`src/rtl/prefix_sum_if.sv`:
```
// Handshake and data bundle between the final prefix layer, the sum/flag stage and its consumer.
// The slave modport is the stage itself; the master modport is the surrounding environment.
interface prefix_sum_if;
    logic        in_valid;
    logic        in_ready;
    logic [31:0] g;
    logic [31:0] p;
    logic        c0;
    logic        out_valid;
    logic        out_ready;
    logic [31:0] sum;
    logic        cout;
    logic        ovf;
    logic        zero;
    logic        neg;
    logic [15:0] ovf_cnt;

    modport master (
        output in_valid, g, p, c0, out_ready,
        input  in_ready, out_valid, sum, cout, ovf, zero, neg, ovf_cnt
    );

    modport slave (
        input  in_valid, g, p, c0, out_ready,
        output in_ready, out_valid, sum, cout, ovf, zero, neg, ovf_cnt
    );
endinterface

```
`src/rtl/prefix_sum_stage.sv`:
```
// Sum/flag stage after the last prefix layer, buffered by a 2-entry valid/ready skid buffer.
// Optional feature macro: PSUM_OVF_COUNT_EN builds a saturating 16-bit overflow event counter.
module prefix_sum_stage (
    input  logic         clk,
    input  logic         rst,
    prefix_sum_if.slave  bus
);
    typedef enum logic [1:0] {EMPTY, ONE, FULL} state_t;

    state_t      state_reg, state_next;
    logic [35:0] out_reg, skid_reg;
    logic [35:0] beat_word;
    logic [35:0] out_view;
    logic [31:0] carry_into;
    logic [31:0] sum_beat;
    logic        beat_ovf;
    logic        in_ready_int, out_valid_int;
    logic        push, pop;
    logic        load_out, out_from_skid, load_skid;

    // Carry into bit i is the carry out of bit i-1; bit 0 takes the adder carry-in.
    assign carry_into = {bus.g[30:0], bus.c0};

    generate
        for (genvar gi = 0; gi < 32; gi++) begin : g_sum_bit
            assign sum_beat[gi] = bus.p[gi] ^ carry_into[gi];
        end
    endgenerate

    assign beat_ovf  = bus.g[31] ^ bus.g[30];
    // Result word layout: {cout, ovf, zero, neg, sum[31:0]}
    assign beat_word = {bus.g[31], beat_ovf, (sum_beat == 32'h0), sum_beat[31], sum_beat};

    // Handshake depends on registered state only, so out_ready never reaches in_ready.
    assign in_ready_int  = (state_reg != FULL);
    assign out_valid_int = (state_reg != EMPTY);
    assign push          = bus.in_valid & in_ready_int;
    assign pop           = out_valid_int & bus.out_ready;

    always_ff @(posedge clk or posedge rst) begin
        if (rst) begin
            state_reg <= EMPTY;
        end else begin
            state_reg <= state_next;
        end
    end

    always_comb begin
        state_next    = state_reg;
        load_out      = 1'b0;
        out_from_skid = 1'b0;
        load_skid     = 1'b0;
        case (state_reg)
            EMPTY: begin
                if (push) begin
                    state_next = ONE;
                    load_out   = 1'b1;
                end
            end
            ONE: begin
                if (push && !pop) begin
                    state_next = FULL;
                    load_skid  = 1'b1;
                end else if (push && pop) begin
                    load_out   = 1'b1;
                end else if (pop) begin
                    state_next = EMPTY;
                end
            end
            FULL: begin
                if (pop) begin
                    state_next    = ONE;
                    load_out      = 1'b1;
                    out_from_skid = 1'b1;
                end
            end
            default: state_next = EMPTY;
        endcase
    end

    // Data registers carry no reset; the state register alone decides whether they are meaningful.
    always_ff @(posedge clk) begin
        if (load_out) begin
            out_reg <= out_from_skid ? skid_reg : beat_word;
        end
        if (load_skid) begin
            skid_reg <= beat_word;
        end
    end

    // Outputs read zero whenever nothing is held, including immediately on reset.
    assign out_view      = out_valid_int ? out_reg : 36'h0;
    assign bus.sum       = out_view[31:0];
    assign bus.neg       = out_view[32];
    assign bus.zero      = out_view[33];
    assign bus.ovf       = out_view[34];
    assign bus.cout      = out_view[35];
    assign bus.in_ready  = in_ready_int;
    assign bus.out_valid = out_valid_int;

`ifdef PSUM_OVF_COUNT_EN
    logic [15:0] ovf_cnt_reg;

    always_ff @(posedge clk or posedge rst) begin
        if (rst) begin
            ovf_cnt_reg <= 16'h0000;
        end else if (push && beat_ovf && (ovf_cnt_reg != 16'hFFFF)) begin
            ovf_cnt_reg <= ovf_cnt_reg + 16'h0001;
        end
    end

    assign bus.ovf_cnt = ovf_cnt_reg;
`else
    assign bus.ovf_cnt = 16'h0000;
`endif
endmodule

```
`src/flat_wrapper.sv`:
```
// flat-port wrapper written by rule: the top's interface ports become plain ports
module prefix_sum_stage_flat 
  (clk, rst, bus_in_valid, bus_g, bus_p, bus_c0, bus_out_ready, bus_in_ready, bus_out_valid, bus_sum, bus_cout, bus_ovf, bus_zero, bus_neg, bus_ovf_cnt);
  prefix_sum_if bus_i ();
  input  logic clk;
  input  logic rst;
  input wire logic [$bits(bus_i.in_valid)-1:0] bus_in_valid;
  input wire logic [$bits(bus_i.g)-1:0] bus_g;
  input wire logic [$bits(bus_i.p)-1:0] bus_p;
  input wire logic [$bits(bus_i.c0)-1:0] bus_c0;
  input wire logic [$bits(bus_i.out_ready)-1:0] bus_out_ready;
  output wire logic [$bits(bus_i.in_ready)-1:0] bus_in_ready;
  output wire logic [$bits(bus_i.out_valid)-1:0] bus_out_valid;
  output wire logic [$bits(bus_i.sum)-1:0] bus_sum;
  output wire logic [$bits(bus_i.cout)-1:0] bus_cout;
  output wire logic [$bits(bus_i.ovf)-1:0] bus_ovf;
  output wire logic [$bits(bus_i.zero)-1:0] bus_zero;
  output wire logic [$bits(bus_i.neg)-1:0] bus_neg;
  output wire logic [$bits(bus_i.ovf_cnt)-1:0] bus_ovf_cnt;
  assign bus_i.in_valid = bus_in_valid;
  assign bus_i.g = bus_g;
  assign bus_i.p = bus_p;
  assign bus_i.c0 = bus_c0;
  assign bus_i.out_ready = bus_out_ready;
  assign bus_in_ready = bus_i.in_ready;
  assign bus_out_valid = bus_i.out_valid;
  assign bus_sum = bus_i.sum;
  assign bus_cout = bus_i.cout;
  assign bus_ovf = bus_i.ovf;
  assign bus_zero = bus_i.zero;
  assign bus_neg = bus_i.neg;
  assign bus_ovf_cnt = bus_i.ovf_cnt;
  prefix_sum_stage u_core (.clk(clk), .rst(rst), .bus(bus_i));
endmodule
```
`config.mk`:
```
export PLATFORM = sky130hd
export DESIGN_NAME = prefix_sum_stage_flat
export DESIGN_NICKNAME = d
export VERILOG_FILES = /design/src/rtl/prefix_sum_if.sv /design/src/rtl/prefix_sum_stage.sv /design/src/flat_wrapper.sv
export SDC_FILE = /design/constraint.sdc
export NUM_CORES = 1
export LEC_CHECK = 0
export ABC_AREA = 1
export CAP_MARGIN = 20
export CORE_ASPECT_RATIO = 2
export CORE_MARGIN = 2
export CORE_UTILIZATION = 47
export CTS_CLUSTER_SIZE = 10
export DETAILED_ROUTE_END_ITERATION = 16
export PLACE_DENSITY = 0.78
export SYNTH_ARGS = -nofsm -noshare
export SYNTH_HDL_FRONTEND = slang
export SYNTH_SLANG_ARGS = --single-unit
```
`constraint.sdc`:
```
create_clock -name clk -period 4.1 [get_ports clk]
set_input_delay 0.41 -clock clk [delete_from_list [all_inputs] [get_ports clk]]
set_output_delay 0.41 -clock clk [all_outputs]
set_load 0.02 [all_outputs]
```
==> flow_summary.json, run 1 <==
{
  "status": "finished, final reports clean",
  "wire_per_inst_um": 11.4,
  "root_buffer": "clkbuf_16",
  "n_fill_cell": 678,
  "slew_viol_final": 0,
  "clkLatencyLatePin_ns": 0.33,
  "drt_iter0_markers": 100,
  "cts_buffers": 9,
  "max_freq_ghz": 0.405,
  "cp.arrival_ns": 2.06,
  "rows": 47,
  "ant_nets": 0,
  "ir_drop_v": 0.000250,
  "post-route-period-util": 0.602,
  "synth_top_cells_by_area": "edfxtp_1 (54%), nand2_1 (13%), inv_1 (12%), o21ai_2 (5.6%), nor2_1 (4.3%)",
  "synth_edf_count": 70,
  "nNetsFinal": 636,
  "setup_tns_ns": 0,
  "timing.rr.end": "u_core.out_reg[0]",
  "postLayoutCellArea_mm2": 0.00524,
  "drv_cap": 0,
  "vias": 2994,
  "ioPinCount": 123,
  "path_clk_slew_ns": 0.05,
  "portBuffers": 106,
  "crit_start": "u_core.state_reg[0]",
  "die_width_um": 68.5,
  "routed_wirelength_um": 7660,
  "track_usage": 0.181,
  "grt_max_degree": 68,
  "avgSynthCellArea_um2": 8.54,
  "synth-main-ff-cell": "edfxtp_1",
  "pwr_density_cell_mw_per_mm2": 408,
  "h-tree-depth": 3,
  "p_int_uw": 1540,
  "start_util": 0.479,
  "place_inst": 654,
  "post_cts_resized": 0,
  "syn2layout_area_growth_pct": 33.8,
  "synth_cells": 458,
  "crit_fanout": 35,
  "first_pass_iters": 4,
  "via_per_inst": 4.47,
  "preCtsSetupSlack_ns": 1.81,
  "swShare": 0.281,
  "worst_slew_pin_slew_ns": 0.753,
  "worstPathRequired_ns": 3.69,
  "fin_cells": 670,
  "final-setup-viol-count": 0,
  "synthesis.area_mm2": 0.00391,
  "r2r_cells": 5,
  "cts_setup_buffers": 0,
  "gr-total-overflow": 0,
  "drive_gt1_frac": 0.0822,
  "multi_input_area_mm2": 0.00114,
  "synth_area_leader_cell": "edfxtp_1",
  "grt_pass1_wl_um": 12000,
  "yosysWarnings": 0,
  "relSlewSlack": 0.498,
  "grt_pass1_vias": 2824,
  "ys_types": 22,
  "power.leakage_uw": 0.00244,
  "hold_path.class": "primary input to asynchronous set/reset pin",
  "cts_tree": "done",
  "power_switching_uw": 600,
  "finalHoldViolations": 0,
  "synth_commonest_cells": "nand2_1 (139), inv_1 (123), edfxtp_1 (70)",
  "post-route-min-period_ns": 2.47,
  "dieHeight_um": 133,
  "crit_type": "flop to output pin",
  "synth_top_area_frac": 0.537,
  "ys_seq_area_frac": 0.550,
  "ctsLongestPathBuffers": 2,
  "gp_congestion": 0.792,
  "antenna_found_initial": 0,
  "diodes": 0,
  "cp-start-kind": "flop",
  "reg2reg_setup_slack_ns": 2.30,
  "synth_seq_cells": 72,
  "r2r-start": "u_core.state_reg[0]",
  "rsz0062_at_grt": "false",
  "postPlaceCellArea_mm2": 0.00498,
  "regArea_mm2": 0.00215,
  "async_flop_share": 0.0278,
  "finClkSkew_ns": 0.00389,
  "p_seq_frac": 0.428,
  "clock_power_share": 0.314,
  "coreArea_mm2": 0.00817,
  "p_comb_frac": 0.258,
  "die_area_mm2": 0.00911,
  "clock_sinks": 72,
  "drc": 0,
  "yosysMostFrequentCell": "nand2_1",
  "layout_setup_ws_ns": 1.63,
  "end_kind": "output pin",
  "dp_hpwl_um": 5700,
  "postCtsHoldBufs": 0
}
==> critical path: stages, from the launching register on <==
cell	delay (ns)
dfrtp_1	0.41
inv_1	0.07
nand2_1	0.09
clkinv_1	0.06
buf_4	0.24
nor2_1	0.16
clkdlybuf4s50_1	0.68
==> worst max path at each step <==
stage,to,cells after the start
2_1_floorplan,u_core.out_reg[0],5
3_3_place_gp,u_core.out_reg[6],5
3_5_place_dp,u_core.out_reg[2],5
4_1_cts,bus_sum[16],6
5_1_grt,bus_sum[16],6
6_report,bus_sum[16],6
==> power groups by stage <==
stage | sequential (µW) | combinational (µW) | clock [µW]
after floorplan | 927 | 314 | 0
after global placement | 927 | 543 | 0
after detailed placement | 930 | 556 | 0
after CTS | 915 | 559 | 678
after global routing | 921 | 601 | 705
final | 915 | 550 | 671
==> per-stage QoR <==
step           total power, µW   util  hold slack [ns]
2_1_floorplan             1240      -            0.151
3_3_place_gp              1470  0.609            0.502
3_5_place_dp              1490  0.609            0.503
4_1_cts                   2150  0.640            0.234
5_1_grt                   2230  0.640            0.244
6_report                  2140  0.640            0.239
==> cell type report <==
type	instances	share of cell area
timing repair buffer	110	0.208
tap	98	0.0234
clock inverter	6	0.00502
multi-input combinational	248	0.218
clock buffer	10	0.0437
inverter	126	0.0903
sequential	72	0.411
==> cell families after synthesis <==
kind of cell,count (synthesis),share of synthesized area
AO/OA/AOI/OAI,35,0.0694
flip-flops,72,0.550
buffers and inverters,153,0.174
AND/OR/NAND/NOR,189,0.188
other,1,0.000958
XOR/XNOR,8,0.0179
==> per-layer routing <==
metal | vias up | share of wire | GRT usage
met5 | - | 0 | 0
met4 | 0 | 0.028 | 0.0911
met3 | 17 | 0.051 | 0.0417
met2 | 93 | 0.58 | 0.336
met1 | 1326 | 0.34 | 0.170
li1 | 1558 | - | -
==> cells in the final DEF (no fill, tap or decap), types with 7 or more instances in the layout <==
| cell | count |
|---|---|
| nand2_1 | 139 |
| inv_1 | 123 |
| clkdlybuf4s50_1 | 106 |
| edfxtp_1 | 70 |
| nor2_1 | 45 |
| o21ai_2 | 25 |
| conb_1 | 16 |
| o21ai_0 | 9 |
| clkbuf_16 | 9 |
| xnor2_1 | 7 |
Power figures use the tool's default switching activity.
==> inputs of run 2 (changes only) <==
- clock period: 4.1 -> 2.5 ns (I/O delays scaled with it)
==> run 2 against run 1 <==
Compared with the run above: non-clock buffer count stayed put; critical path depth unchanged; power grew 70%; clock skew hardly changed; via count increased by 2.4%; clock-buffer cell count up 2; worst setup slack got worse by 1.5 ns; hold slack worse by 0.15 ns; largest power group unchanged; highest routed layer unchanged.
==> flow_summary.json, run 2 (synthesis gave the netlist of run 1 again) <==
{
  "post_cts_resized": 0,
  "start_util": 0.479,
  "grt_util_met1": 0.162,
  "grt_pass1_vias": 3002,
  "path_clk_slew_ns": 0.05,
  "drc": 0,
  "rows": 47,
  "layout_commonest_cell": "nand2_1",
  "cp-start-kind": "flop",
  "postLayoutCellArea_mm2": 0.00530,
  "clock_sinks": 72,
  "crit_start": "u_core.state_reg[0]",
  "syn2layout_area_growth_pct": 35.4,
  "ant_nets": 0,
  "final_cell_mix": "nand2_1 (139), inv_1 (123), clkdlybuf4s50_1 (106), edfxtp_1 (70), nor2_1 (45)",
  "ioPinCount": 123,
  "ctsLongestPathBuffers": 2,
  "track_usage": 0.193,
  "dp_hpwl_um": 6080,
  "vias": 3066,
  "r2r_cells": 5,
  "timing.rr.end": "u_core.skid_reg[14]",
  "n_fill_cell": 678,
  "diodes": 0,
  "holdWs_ns": 0.0908,
  "root_buffer": "clkbuf_16",
  "final-setup-viol-count": 0,
  "slew_viol_final": 0,
  "crit_type": "flop to output pin",
  "dieHeight_um": 133,
  "status": "finished, final reports clean",
  "cp-endpoint": "bus_sum[29]",
  "hold_path.class": "primary input to asynchronous set/reset pin",
  "total_power_uw": 3630,
  "antenna_found_initial": 0,
  "clkLatencyLatePin_ns": 0.33,
  "cts_buffers": 9,
  "gr-total-overflow": 0,
  "portBuffers": 106,
  "nNetsFinal": 636,
  "drv_cap": 0,
  "cts_setup_buffers": 0,
  "postPlaceCellArea_mm2": 0.00502,
  "grt_pass1_wl_um": 12700,
  "finClkSkew_ns": 0.00403,
  "rsz0062_at_grt": "false",
  "cp.arrival_ns": 2.12,
  "gr-usage-met2": 0.382,
  "grt_busiest_layer": "met2",
  "pwr_density_cell_mw_per_mm2": 686,
  "end_kind": "output pin",
  "coreArea_mm2": 0.00817,
  "post-route-min-period_ns": 2.37,
  "drive_gt1_frac": 0.0839,
  "postCtsHoldBufs": 0,
  "via_per_inst": 4.58,
  "grt_max_degree": 68,
  "wire_per_inst_um": 12.1,
  "routed_wirelength_um": 8130,
  "drt_iter0_markers": 180,
  "ir_drop_v": 0.000492,
  "fin_cells": 670,
  "first_pass_iters": 4,
  "finalHoldViolations": 0,
  "setup_tns_ns": 0,
  "crit_fanout": 30,
  "max_freq_ghz": 0.423,
  "r2r-start": "u_core.state_reg[0]",
  "gp_congestion": 0.771,
  "reg2reg_setup_slack_ns": 0.72,
  "die_area_mm2": 0.00911,
  "die_width_um": 68.5,
  "post-route-period-util": 0.946,
  "worstPathRequired_ns": 2.25,
  "place_inst": 654,
  "cts_tree": "done",
  "grt_use_met3": 0.0306,
  "power.leakage_uw": 0.00246,
  "h-tree-depth": 3
}
-- run 2: worst min-delay path by stage --
stage               start             endpoint  slack [ns]  cells past startpoint
finish                rst  u_core.state_reg[0]        0.09                      2
global route          rst  u_core.state_reg[0]         0.1                      2
CTS                   rst  u_core.state_reg[0]        0.08                      2
detailed placement    rst  u_core.state_reg[0]        0.43                      2
global placement      rst  u_core.state_reg[1]        0.43                      2
floorplan             rst  u_core.state_reg[0]      -0.009                      1
-- run 2: routing by layer --
| layer | up-vias | part of all wire | wire length [µm] |
|---|---|---|---|
| met5 | - | 0 | 0 |
| met4 | 0 | 0.022 | 175 |
| met3 | 12 | 0.048 | 391 |
| met2 | 96 | 0.60 | 4920 |
| met1 | 1406 | 0.33 | 2650 |
| li1 | 1552 | - | - |
-- run 2: metrics by stage --
| step | setup WS [ns] | utilization |
|---|---|---|
| floorplan | 0.266 | - |
| global placement | 0.532 | 0.614 |
| detailed placement | 0.440 | 0.614 |
| CTS | 0.151 | 0.648 |
| global route | 0.0209 | 0.648 |
| finish | 0.135 | 0.648 |
-- run 2: cell type report --
class	count	area, µm²	share of cell area
Clock inverter	4	45.0	0.00850
Inverter	126	473	0.0893
Tap cell	98	123	0.0231
Clock buffer	12	236	0.0446
Multi-Input combinational cell	248	1140	0.215
Timing Repair Buffer	110	1130	0.213
Sequential cell	72	2150	0.406
-- run 2: worst max-delay path: stages, from the launching register on --
cell	delay, ns
dfrtp_1	0.41
inv_1	0.07
nand2_1	0.10
clkinv_1	0.19
buf_12	0.22
nor2_1	0.15
clkdlybuf4s50_1	0.63
-- run 2: where the power goes --
| group | internal [µW] | switching (µW) | leakage (µW) |
|---|---|---|---|
| logic | 411 | 513 | 0.00165 |
| registers | 1470 | 30.6 | 0.000675 |
| clock network | 767 | 443 | 0.000140 |
| total | 2650 | 986 | 0.00246 |
==> inputs of run 3 (changes only) <==
- CORE_UTILIZATION: 47 -> 42
- CTS_CLUSTER_DIAMETER: not set -> 30
- PLACE_DENSITY: 0.78 -> 0.73
- clock period: 2.5 -> 2 ns (I/O delays scaled with it)
==> run 3 against run 2 <==
Compared with the run above: sequential share of layout area shrank 0.47 points; die area up 11%; critical endpoint is now bus_sum[25]; hold slack got worse by 0.064 ns.
==> flow_summary.json, run 3 (synthesis gave the netlist of run 1 again) <==
{
  "post-route-min-period_ns": 1.84,
  "status": "finished, final reports clean",
  "grt_pass1_vias": 3020,
  "first_pass_iters": 4,
  "wire_per_inst_um": 11.6,
  "gp_congestion": 0.790,
  "dieHeight_um": 140,
  "worstPathRequired_ns": 1.80,
  "ctsLongestPathBuffers": 2,
  "grt_max_degree": 68,
  "clkLatencyLatePin_ns": 0.33,
  "pwr_density_cell_mw_per_mm2": 908,
  "end_kind": "output pin",
  "drv_cap": 0,
  "drt-met1-wl_um": 2510,
  "crit_fanout": 35,
  "path_clk_slew_ns": 0.06,
  "via_per_inst": 4.42,
  "timing.rr.end": "u_core.out_reg[16]",
  "final_cell_mix": "nand2_1 (139), inv_1 (122), clkdlybuf4s50_1 (70), edfxtp_1 (70), nor2_1 (45)",
  "fin_cells": 674,
  "post-route-period-util": 0.920,
  "cp-start-kind": "flop",
  "die_area_mm2": 0.0102,
  "start_util": 0.434,
  "portBuffers": 106,
  "ir_drop_v": 0.000718,
  "rsz0062_at_grt": "false",
  "drive_gt1_frac": 0.0909,
  "clock_sinks": 72,
  "root_buffer": "clkbuf_16",
  "layout_setup_ws_ns": 0.159,
  "preCtsSetupSlack_ns": 0.178,
  "crit_type": "flop to output pin",
  "nNetsFinal": 636,
  "wl_met3_um": 321,
  "h-tree-depth": 3,
  "max_freq_ghz": 0.543,
  "hold_path.class": "primary input to asynchronous set/reset pin",
  "power.leakage_uw": 0.00261,
  "syn2layout_area_growth_pct": 37.0,
  "cts_tree": "done",
  "holdWs_ns": 0.0267,
  "routed.top_layer": "met4",
  "path_cells": "inv_1 > nand2_1 > clkinv_1 > buf_12 > nor2_1 > dlygate4sd2_1",
  "r2r_cells": 6,
  "cp.arrival_ns": 1.64,
  "drc": 0,
  "cp.buffers_inverters": 4,
  "path_delay_family": "buffers and inverters",
  "total_power_uw": 4870,
  "wl_met2_um": 4730,
  "drt_iter0_markers": 144,
  "place_inst": 658,
  "final-setup-viol-count": 0,
  "grt_pass1_wl_um": 13100,
  "layout_commonest_cell": "nand2_1",
  "vias": 2978,
  "ioPinCount": 123,
  "slowest_stage": "dfrtp_1",
  "diodes": 0,
  "ant_nets": 0,
  "reg2reg_setup_slack_ns": 0.46,
  "die_width_um": 72.2,
  "antenna_found_initial": 0,
  "slew_viol_final": 0,
  "finalHoldViolations": 0,
  "setup_tns_ns": 0,
  "coreArea_mm2": 0.00901,
  "finClkSkew_ns": 0.00370,
  "r2r-start": "u_core.state_reg[0]",
  "dp_hpwl_um": 5880,
  "track_usage": 0.169,
  "gr-total-overflow": 0,
  "cpPeakStageDelay_ns": 0.39,
  "cts_buffers": 9,
  "rows": 49,
  "routed_wirelength_um": 7810
}
-- run 3: timing repair --
action / CTS / global route
endpoints found under the setup margin: 36 / 0
hold buffers: 0 / 0
buffers inserted: 0 / 0
gates resized for setup: 36 / 0
-- run 3: worst max path at each step --
stage | cells after the start | startpoint | end | slack (ns)
2_1_floorplan | 5 | u_core.state_reg[0] | u_core.out_reg[0] | -0.20
3_3_place_gp | 6 | bus_out_ready | u_core.out_reg[12] | 0.24
3_5_place_dp | 6 | bus_out_ready | u_core.out_reg[12] | 0.18
4_1_cts | 6 | u_core.state_reg[0] | bus_sum[25] | 0.13
5_1_grt | 6 | u_core.state_reg[0] | bus_sum[18] | 0.07
6_report | 6 | u_core.state_reg[0] | bus_sum[25] | 0.16
-- run 3: layer usage --
metal	GRT usage	up-vias
met5	0	-
met4	0.0874	0
met3	0.0259	14
met2	0.333	80
met1	0.157	1324
li1	-	1560
-- run 3: cell type report --
cell class,instances,area [µm²]
timing repair buffer,110,1100
clock buffer,10,239
clock inverter,6,130
sequential,72,2150
fill,821,3650
multi-input combinational,248,1140
tap,102,128
inverter,126,475
-- run 3: report_power, final --
part | total [µW] | switching (µW) | internal [µW]
Clock | 1940 | 568 | 1370
Sequential | 1870 | 37.3 | 1840
Combinational | 1050 | 629 | 425
-- run 3: per-stage QoR --
| stage | cell area (µm²) | utilization |
|---|---|---|
| 6_report | 5360 | 0.595 |
| 5_1_grt | 5360 | 0.595 |
| 4_1_cts | 5360 | 0.595 |
| 3_5_place_dp | 5040 | 0.559 |
| 3_3_place_gp | 5040 | 0.559 |
| 2_1_floorplan | 3980 | - |
